$ cat config.mk
export PLATFORM = sky130hd
export DESIGN_NAME = uart_tx_ctrl_flat
export DESIGN_NICKNAME = d
export VERILOG_FILES = /design/src/rtl/uart_tx_ctrl_if.sv /design/src/rtl/uart_tx_ctrl.sv /design/src/flat_wrapper.sv
export SDC_FILE = /design/constraint.sdc
export NUM_CORES = 1
export LEC_CHECK = 0
export BUFFER_PORTS_ARGS = -buffer_cell sky130_fd_sc_hd__buf_2
export CORE_ASPECT_RATIO = 1.2
export CORE_MARGIN = 2
export CORE_UTILIZATION = 49
export CTS_CLUSTER_DIAMETER = 30
export DETAILED_ROUTE_END_ITERATION = 10
export GPL_TIMING_DRIVEN = 1
export PLACE_DENSITY = 0.69
export SYNTH_ARGS = -nofsm -noshare
export SYNTH_HDL_FRONTEND = slang
export SYNTH_SLANG_ARGS = --single-unit
export TNS_END_PERCENT = 10
$ cat constraint.sdc
create_clock -name clk -period 1.8 [get_ports clk]
set_clock_uncertainty 0.05 [all_clocks]
set_input_delay 0.18 -clock clk [delete_from_list [all_inputs] [get_ports clk]]
set_output_delay 0.18 -clock clk [all_outputs]
set_load 0.02 [all_outputs]
$ cat src/rtl/uart_tx_ctrl_if.sv
// UART TX frame controller bus: parallel word, parity handshake and serial line.
// Latency: none (signal bundle only).
// Backpressure: none; the busy level tells the sender when a word will be accepted.
// Ports: p_data/data_valid/par_en/par_bit go into the serializer; tx_out/busy come out of it.
interface uart_tx_ctrl_if #(
  parameter int data_width = 8
);
  logic [data_width-1:0] p_data;
  logic                  data_valid;
  logic                  par_en;
  logic                  par_bit;
  logic                  tx_out;
  logic                  busy;

  // master: the system side plus the parity calculator
  modport master (
    output p_data, data_valid, par_en, par_bit,
    input  tx_out, busy
  );

  // slave: the frame serializer
  modport slave (
    input  p_data, data_valid, par_en, par_bit,
    output tx_out, busy
  );
endinterface

$ cat src/rtl/uart_tx_ctrl.sv
// UART TX frame controller: serializes start, data (LSB first), optional parity, stop.
// Latency: start bit appears the cycle after acceptance; frame lasts 2+data_width+par_en cycles.
// Backpressure: data_valid is honoured only while busy=0; words offered mid-frame are dropped.
// Ports: clk (one bit per cycle), rst (sync active-low), bus (uart_tx_ctrl_if.slave).
module uart_tx_ctrl #(
  parameter int data_width = 8
) (
  input  logic            clk,
  input  logic            rst,
  uart_tx_ctrl_if.slave   bus
);

  localparam int cnt_w = (data_width > 1) ? $clog2(data_width) : 1;
  localparam logic [cnt_w-1:0] last_cnt = cnt_w'(data_width - 1);

  typedef enum logic [2:0] {
    IDLE   = 3'd0,
    START  = 3'd1,
    DATA   = 3'd2,
    PARITY = 3'd3,
    STOP   = 3'd4
  } state_t;

  state_t                state_q, state_d;
  logic [data_width-1:0] shreg_q, shreg_d;
  logic [cnt_w-1:0]      cnt_q, cnt_d;
  logic                  par_en_q, par_en_d;
  logic                  tx_q, tx_d;
  logic                  busy_q, busy_d;

  always_ff @(posedge clk) begin
    if (!rst) begin
      state_q  <= IDLE;
      shreg_q  <= '0;
      cnt_q    <= '0;
      par_en_q <= 1'b0;
      tx_q     <= 1'b1;
      busy_q   <= 1'b0;
    end else begin
      state_q  <= state_d;
      shreg_q  <= shreg_d;
      cnt_q    <= cnt_d;
      par_en_q <= par_en_d;
      tx_q     <= tx_d;
      busy_q   <= busy_d;
    end
  end

  // tx_d/busy_d describe the line during the state being entered, so the
  // registered outputs line up exactly with the state register.
  always_comb begin
    state_d  = state_q;
    shreg_d  = shreg_q;
    cnt_d    = cnt_q;
    par_en_d = par_en_q;
    tx_d     = 1'b1;
    busy_d   = 1'b0;

    case (state_q)
      IDLE: begin
        if (bus.data_valid) begin
          state_d  = START;
          shreg_d  = bus.p_data;
          par_en_d = bus.par_en;
          tx_d     = 1'b0;
          busy_d   = 1'b1;
        end
      end

      START: begin
        state_d = DATA;
        cnt_d   = '0;
        tx_d    = shreg_q[0];
        shreg_d = shreg_q >> 1;
        busy_d  = 1'b1;
      end

      DATA: begin
        busy_d = 1'b1;
        if (cnt_q == last_cnt) begin
          // par_bit is captured here, at the edge that enters PARITY
          if (par_en_q) begin
            state_d = PARITY;
            tx_d    = bus.par_bit;
          end else begin
            state_d = STOP;
            tx_d    = 1'b1;
          end
        end else begin
          cnt_d   = cnt_q + 1'b1;
          tx_d    = shreg_q[0];
          shreg_d = shreg_q >> 1;
        end
      end

      PARITY: begin
        state_d = STOP;
        tx_d    = 1'b1;
        busy_d  = 1'b1;
      end

      STOP: begin
        // data_valid is ignored here; the next acceptance is one IDLE cycle later
        state_d = IDLE;
        tx_d    = 1'b1;
        busy_d  = 1'b0;
      end

      default: begin
        state_d = IDLE;
      end
    endcase
  end

  assign bus.tx_out = tx_q;
  assign bus.busy   = busy_q;

endmodule

$ cat src/flat_wrapper.sv
// flat-port wrapper written by rule: the top's interface ports become plain ports
module uart_tx_ctrl_flat 
#(
  parameter int data_width = 8
)
  (clk, rst, bus_p_data, bus_data_valid, bus_par_en, bus_par_bit, bus_tx_out, bus_busy);
  uart_tx_ctrl_if #(.data_width(data_width)) bus_i ();
  input  logic clk;
  input  logic rst;
  input wire logic [$bits(bus_i.p_data)-1:0] bus_p_data;
  input wire logic [$bits(bus_i.data_valid)-1:0] bus_data_valid;
  input wire logic [$bits(bus_i.par_en)-1:0] bus_par_en;
  input wire logic [$bits(bus_i.par_bit)-1:0] bus_par_bit;
  output wire logic [$bits(bus_i.tx_out)-1:0] bus_tx_out;
  output wire logic [$bits(bus_i.busy)-1:0] bus_busy;
  assign bus_i.p_data = bus_p_data;
  assign bus_i.data_valid = bus_data_valid;
  assign bus_i.par_en = bus_par_en;
  assign bus_i.par_bit = bus_par_bit;
  assign bus_tx_out = bus_i.tx_out;
  assign bus_busy = bus_i.busy;
  uart_tx_ctrl #(.data_width(data_width)) u_core (.clk(clk), .rst(rst), .bus(bus_i));
endmodule
==> run_results.csv, run 1 <==
group,metric,value,unit
run_status,status,"completed",
logic_synthesis,synth-seq-cells,17,
logic_synthesis,synthArstFlopShare,0,
sta,fmax,586,MHz
placed_design,placed_cell_area,1030,µm²
layout,drive_gt1_frac,0.361,
power_and_ir_drop,p_total,0.000838,W
critical_path,crit_slowest_cell,"o311a_1",
power_and_ir_drop,p_per_area,791,nW/µm²
die,die_area,2330,µm²
clocking,root_buffer,"clkbuf_4",
layout,fin_cells,127,
critical_path,crit_start,"u_core.cnt_q[0]$_SDFFE_PN0P_",
logic_synthesis,synth_xor_xnor_area_share,0.00911,
sta,tightest_slew,484,ps
die,die_w,44.4,µm
sta,setup_viol_count_final,0,
clocking,cts_sinks,17,
critical_path,critPathRequiredTime,1940,ps
critical_path,max_stage_delay,370,ps
logic_synthesis,synth_edf_count,0,
routing,drt_iter0_drc,7,
logic_synthesis,netlist_top_cells_area,"dfxtp_1 (35%), a211o_2 (8.3%), o311a_1 (7.3%)",
routing,drc,0,
logic_synthesis,synth_top_area_frac,0.354,
logic_synthesis,synth_cell_types,32,
placed_design,gp_congestion,0.828,
layout,design_area,1060,µm²
die,initial_core_util,0.519,
grt,grt_pass1_wl,3290,µm
critical_path,worst-setup-path-type,"flip-flop to flip-flop",
layout,nets,124,
die,die_h,52.5,µm
critical_path,arrival,1850,ps
logic_synthesis,synth.avg_cell_area,10.3,µm²
grt,grt_max_degree,17,
placed_design,portBuffers,14,
logic_synthesis,synth_top_family_by_area,"compound AO/OA/AOI/OAI gates",
power_and_ir_drop,p_leak,0.442,nW
logic_synthesis,syn-instance-count,93,
grt,grt_remaining_overflow,0,
critical_path,critical_path.cell_chain,"ha_1 -> ha_2 -> nor4b_4 -> a21oi_4 -> o311a_1",
routing,wl,1830,µm
routing,num_vias,760,
critical_path,cp-start-kind,"flip-flop",
power_and_ir_drop,vdd_drop_max,0.521,mV
die,core-area,1850,µm²
grt,grt_pass1_vias,776,
logic_synthesis,synthFlopType,"dfxtp_1",
logic_synthesis,synth_mux_area_frac,0.0313,
logic_synthesis,yosysMostFrequentCell,"dfxtp_1",
logic_synthesis,synthSimpleGateAreaFrac,0.203,
layout,diodes,0,
logic_synthesis,synth_top_area_cell,"dfxtp_1",
clocking,clkLatencyLatePin,290,ps
die,num_rows,17,
layout,area_delta_synth_final,10.2,%
critical_path,crit_family,"compound AO/OA/AOI/OAI gates",
critical_path,end_kind,"flip-flop",
clocking,hold_buffers,0,
clocking,cts_tree,"built",
placed_design,placed_cells,123,
clocking,clk_pin_slew,100,ps
logic_synthesis,ys_warn_count,0,
routing,vias_per_cell,5.98,
logic_synthesis,synth-compound-area-share,0.303,
sta,finalHoldViolCount,0,
critical_path,reg2reg_from,"u_core.cnt_q[0]$_SDFFE_PN0P_",
sta,timing.final.crit_share,0.949,
logic_synthesis,synth_area,961,µm²
clocking,htreeDepth,1,
clocking,cts_setup_buffers,0,
clocking,cts_resized,0,
layout,regArea,342,µm²
job,cap_violations,0,
clocking,clk_path_buf_depth,2,
sta,rsz0062_at_grt,"no",
logic_synthesis,synthAdderAreaFrac,0.0260,
logic_synthesis,syn-num-nets,108,
die,num_io_pins,15,
min_path,hold_class,"input port to flip-flop",
grt,grt_use_total,0.194,
sta,tns,0,ps
sta,maxSlewViolCount,0,
min_path,min_from,"bus_par_en",
clocking,cts_buffers,3,
critical_path,cp.buffers_inverters,0,
logic_synthesis,synthTopCellsByCount,"dfxtp_1 (17), a211o_2 (8), nor3b_1 (7), o21a_1 (7), o311a_1 (7)",
sta,final.min_clock_period,1710,ps
sta,relSlewSlack,0.673,
routing,ant_nets,0,
critical_path,cp_max_fo,8,
grt,antenna_found_initial,0,
routing,wire_per_inst,14.4,µm
layout,multi_input_area,556,µm²
placed_design,dp_hpwl,1320,µm
logic_synthesis,ys_seq_area_frac,0.354,
routing,drt_pass1_iterations,4,
layout,n_fill_cell,183,
per-layer routing:
| layer | vias to the layer above | global-route usage | routed length [µm] |
|---|---|---|---|
| met5 | - | 0 | 0 |
| met1 | 360 | 0.230 | 861 |
| li1 | 383 | - | - |
| met4 | 0 | 0.101 | 35 |
| met2 | 13 | 0.319 | 874 |
| met3 | 4 | 0.0448 | 58 |
power by group:
group	internal, W	total (W)	switching, W
sequential	0.000409	0.000433	0.0000238
clock	0.0000863	0.000210	0.000124
combinational	0.000106	0.000195	0.0000888
total	0.000601	0.000838	0.000237
stage by stage:
stage / hold slack (ps) / util / setup slack [ps]
after floorplan: 260 / - / 43.5
after global placement: 342 / 0.554 / 95.2
after detailed placement: 367 / 0.554 / 43.0
after CTS: 57.1 / 0.569 / 16.7
after global routing: 62.2 / 0.572 / 0.510
final: 59.7 / 0.572 / 92.1
state kept, by name (all words and copies together) (netlist names):
register           cells
u_core.shreg_q         8
u_core.state_q         3
u_core.bus.busy        1
u_core.par_en_q        1
u_core.bus.tx_out      1
u_core.cnt_q           3
placed cells by master (no fill, tap or decap), types with 2 or more instances in the layout:
| cell type | count |
|---|---|
| a211o_2 | 8 |
| a21oi_1 | 3 |
| a21oi_4 | 2 |
| buf_2 | 14 |
| buf_4 | 4 |
| clkbuf_4 | 3 |
| dfxtp_1 | 16 |
| inv_1 | 3 |
| mux2i_1 | 3 |
| nand2_1 | 6 |
| nand2b_1 | 3 |
| nor3_1 | 2 |
| nor3b_1 | 7 |
| o21a_1 | 7 |
| o311a_1 | 7 |
layout make-up:
| type | count | share of cell area |
|---|---|---|
| tap | 19 | 0.0225 |
| multi-input combinational | 66 | 0.525 |
| sequential | 17 | 0.323 |
| inverter | 3 | 0.0106 |
| timing repair buffer | 18 | 0.0946 |
| clock buffer | 4 | 0.0248 |
worst register-to-register path, delay by kind of cell (launching register included):
| family | cells | cell delay (ps) |
|---|---|---|
| AO/OA/AOI/OAI | 2 | 470 |
| adder cells (fa/ha/maj) | 2 | 400 |
| AND/OR/NAND/NOR | 1 | 340 |
| flip-flops | 1 | 340 |
cells by family (layout without fill, tap and decap cells):
group / after synthesis / in the layout
flops: 17 / 17
compound gates: 32 / 32
mux: 3 / 3
simple gates: 28 / 28
fa+ha+maj: 2 / 2
buf+inv: 10 / 25
xor+xnor: 1 / 1
path summary, 6_finish.rpt:
path,slack [ps],to,cells after the start
setup / recovery,90,u_core.shreg_q[1]$_SDFFE_PN0P_,5
hold reg to reg,420,u_core.cnt_q[2]$_SDFFE_PN0P_,2
hold / removal,60,u_core.par_en_q$_SDFFE_PN0P_,3
setup reg to reg,90,u_core.shreg_q[1]$_SDFFE_PN0P_,5
(Power assumes the default switching activity.)
==> run 2: changes to the inputs <==
- CORE_UTILIZATION: 49 -> 38
- PLACE_DENSITY: 0.69 -> 0.55
==> run 2 against run 1 <==
Via count grew 1.2%; largest power group unchanged; wire length increased by 4.7%; die area increased by 26%; critical path depth stayed put; non-clock buffer count is 1 higher; first-iteration DRC count rose by 86%; worst setup slack better by 54 ps; hold slack improved by 4.1 ps; sequential power about the same.
==> run_results.csv, run 2 (synthesized netlist as in run 1, its figures left out) <==
group,metric,value,unit
routing,wl,1920,µm
power_and_ir_drop,p_per_area,774,nW/µm²
sta,tns,0,ps
routing,vias_per_cell,5.49,
routing,drt_iter0_drc,13,
layout,multi_input_area,556,µm²
sta,fmax,605,MHz
layout,nets,125,
layout,drive_gt1_frac,0.358,
critical_path,cp-endpoint,"u_core.shreg_q[5]$_SDFFE_PN0P_",
layout,area_delta_synth_final,12.4,%
layout,final_common_cell,"dfxtp_1",
critical_path,cp-start-kind,"flip-flop",
routing,drc,0,
grt,grt_use_met2,0.261,
sta,tightest_slew,409,ps
critical_path,r2r_cells,5,
layout,n_fill_cell,245,
clocking,htreeDepth,1,
placed_design,gp_congestion,0.680,
die,die_w,49.9,µm
die,core-area,2350,µm²
critical_path,end_kind,"flip-flop",
sta,final.min_clock_period,1650,ps
clocking,cts_buffers,3,
critical_path,critPathRequiredTime,1930,ps
grt,grt_remaining_overflow,0,
critical_path,reg2reg_from,"u_core.cnt_q[0]$_SDFFE_PN0P_",
grt,grt.busiest_layer,"met2",
clocking,clk_path_buf_depth,2,
grt,grt_max_degree,17,
sta,finalHoldViolCount,0,
grt,grt_pass1_vias,763,
layout,top_regs,"u_core.shreg_q (8), u_core.cnt_q (3), u_core.state_q (3)",
critical_path,crit_start,"u_core.cnt_q[0]$_SDFFE_PN0P_",
layout,top_register,"u_core.shreg_q",
clocking,cts_tree,"built",
sta,whs,63.8,ps
power_and_ir_drop,vdd_drop_max,0.336,mV
sta,setup_viol_count_final,0,
die,die_h,59.1,µm
layout,layout_common_cells,"dfxtp_1 (17), buf_2 (14), a211o_2 (8)",
critical_path,arrival,1780,ps
grt,met1_usage,0.182,
routing,wire_per_inst,13.7,µm
clocking,root_buffer,"clkbuf_4",
placed_design,portBuffers,14,
die,initial_core_util,0.408,
layout,regArea,340,µm²
sta,relSlewSlack,0.727,
critical_path,reg2reg_slack,150,ps
power_and_ir_drop,p_total,0.000836,W
critical_path,r2r-end,"u_core.shreg_q[5]$_SDFFE_PN0P_",
grt,grt_use_total,0.152,
min_path,hold_class,"input port to flip-flop",
die,num_io_pins,15,
layout,fin_cells,140,
job,cap_violations,0,
placed_design,dp_hpwl,1370,µm
sta,rsz0062_at_grt,"no",
layout,largest_reg_flops,8,
die,die_area,2950,µm²
routing,drt_pass1_iterations,4,
placed_design,placed_cells,136,
layout,diodes,0,
critical_path,cp_max_fo,8,
die,num_rows,19,
run_status,status,"completed",
clocking,cts_sinks,17,
sta,timing.final.crit_share,0.919,
clocking,clk_pin_slew,100,ps
power_and_ir_drop,p_leak,0.447,nW
sta,final.setup.worst_slack,146,ps
grt,grt_pass1_wl,3350,µm
routing,ant_nets,0,
grt,use_met3,0.0303,
grt,antenna_found_initial,0,
clocking,clkLatencyLatePin,280,ps
sta,maxSlewViolCount,0,
critical_path,worst-setup-path-type,"flip-flop to flip-flop",
placed_design,place_ws,43.2,ps
routing,num_vias,769,
[run 2: repair_timing]
action | in CTS | in global routing
setup endpoints to repair | 0 | 4
resized for setup | 0 | 2
hold buffers | 0 | 0
setup buffers | 0 | 0
[run 2: how the worst min path moves through the flow]
stage,from,endpoint,slack (ps),depth (start not counted)
2_1_floorplan,bus_par_en,u_core.par_en_q$_SDFFE_PN0P_,260,2
3_3_place_gp,bus_par_en,u_core.par_en_q$_SDFFE_PN0P_,340,3
3_5_place_dp,bus_par_en,u_core.par_en_q$_SDFFE_PN0P_,360,3
4_1_cts,bus_par_en,u_core.par_en_q$_SDFFE_PN0P_,60,3
5_1_grt,bus_par_en,u_core.par_en_q$_SDFFE_PN0P_,80,3
6_report,bus_par_en,u_core.par_en_q$_SDFFE_PN0P_,60,3
[run 2: critical path: stages, from the launching register on]
cell and delay, ps:
dfxtp_1 330, ha_1 200, ha_2 200, nor4b_4 290
a21oi_4 110, o311a_1 370
[run 2: metrics by stage]
| stage | utilization | instance area [µm²] |
|---|---|---|
| floorplan | - | 961 |
| global placement | 0.446 | 1050 |
| detailed placement | 0.446 | 1050 |
| CTS | 0.457 | 1070 |
| global route | 0.459 | 1080 |
| finish | 0.459 | 1080 |
[run 2: per-layer routing]
layer	routed length, µm	share of wire
met2	912	0.48
met5	0	0
met3	59	0.031
met4	22	0.011
met1	921	0.48
[run 2: final cells by class]
class,instances,share of cell area
multi-input combinational,66,0.514
timing repair buffer,19,0.0997
tap,31,0.0359
inverter,3,0.0104
sequential,17,0.315
clock buffer,4,0.0243
[run 2: report_power, final]
group / switching, W / total (W) / internal [W]
Clock: 0.000116 / 0.000201 / 0.0000859
Sequential: 0.0000236 / 0.000432 / 0.000409
Combinational: 0.0000936 / 0.000202 / 0.000109
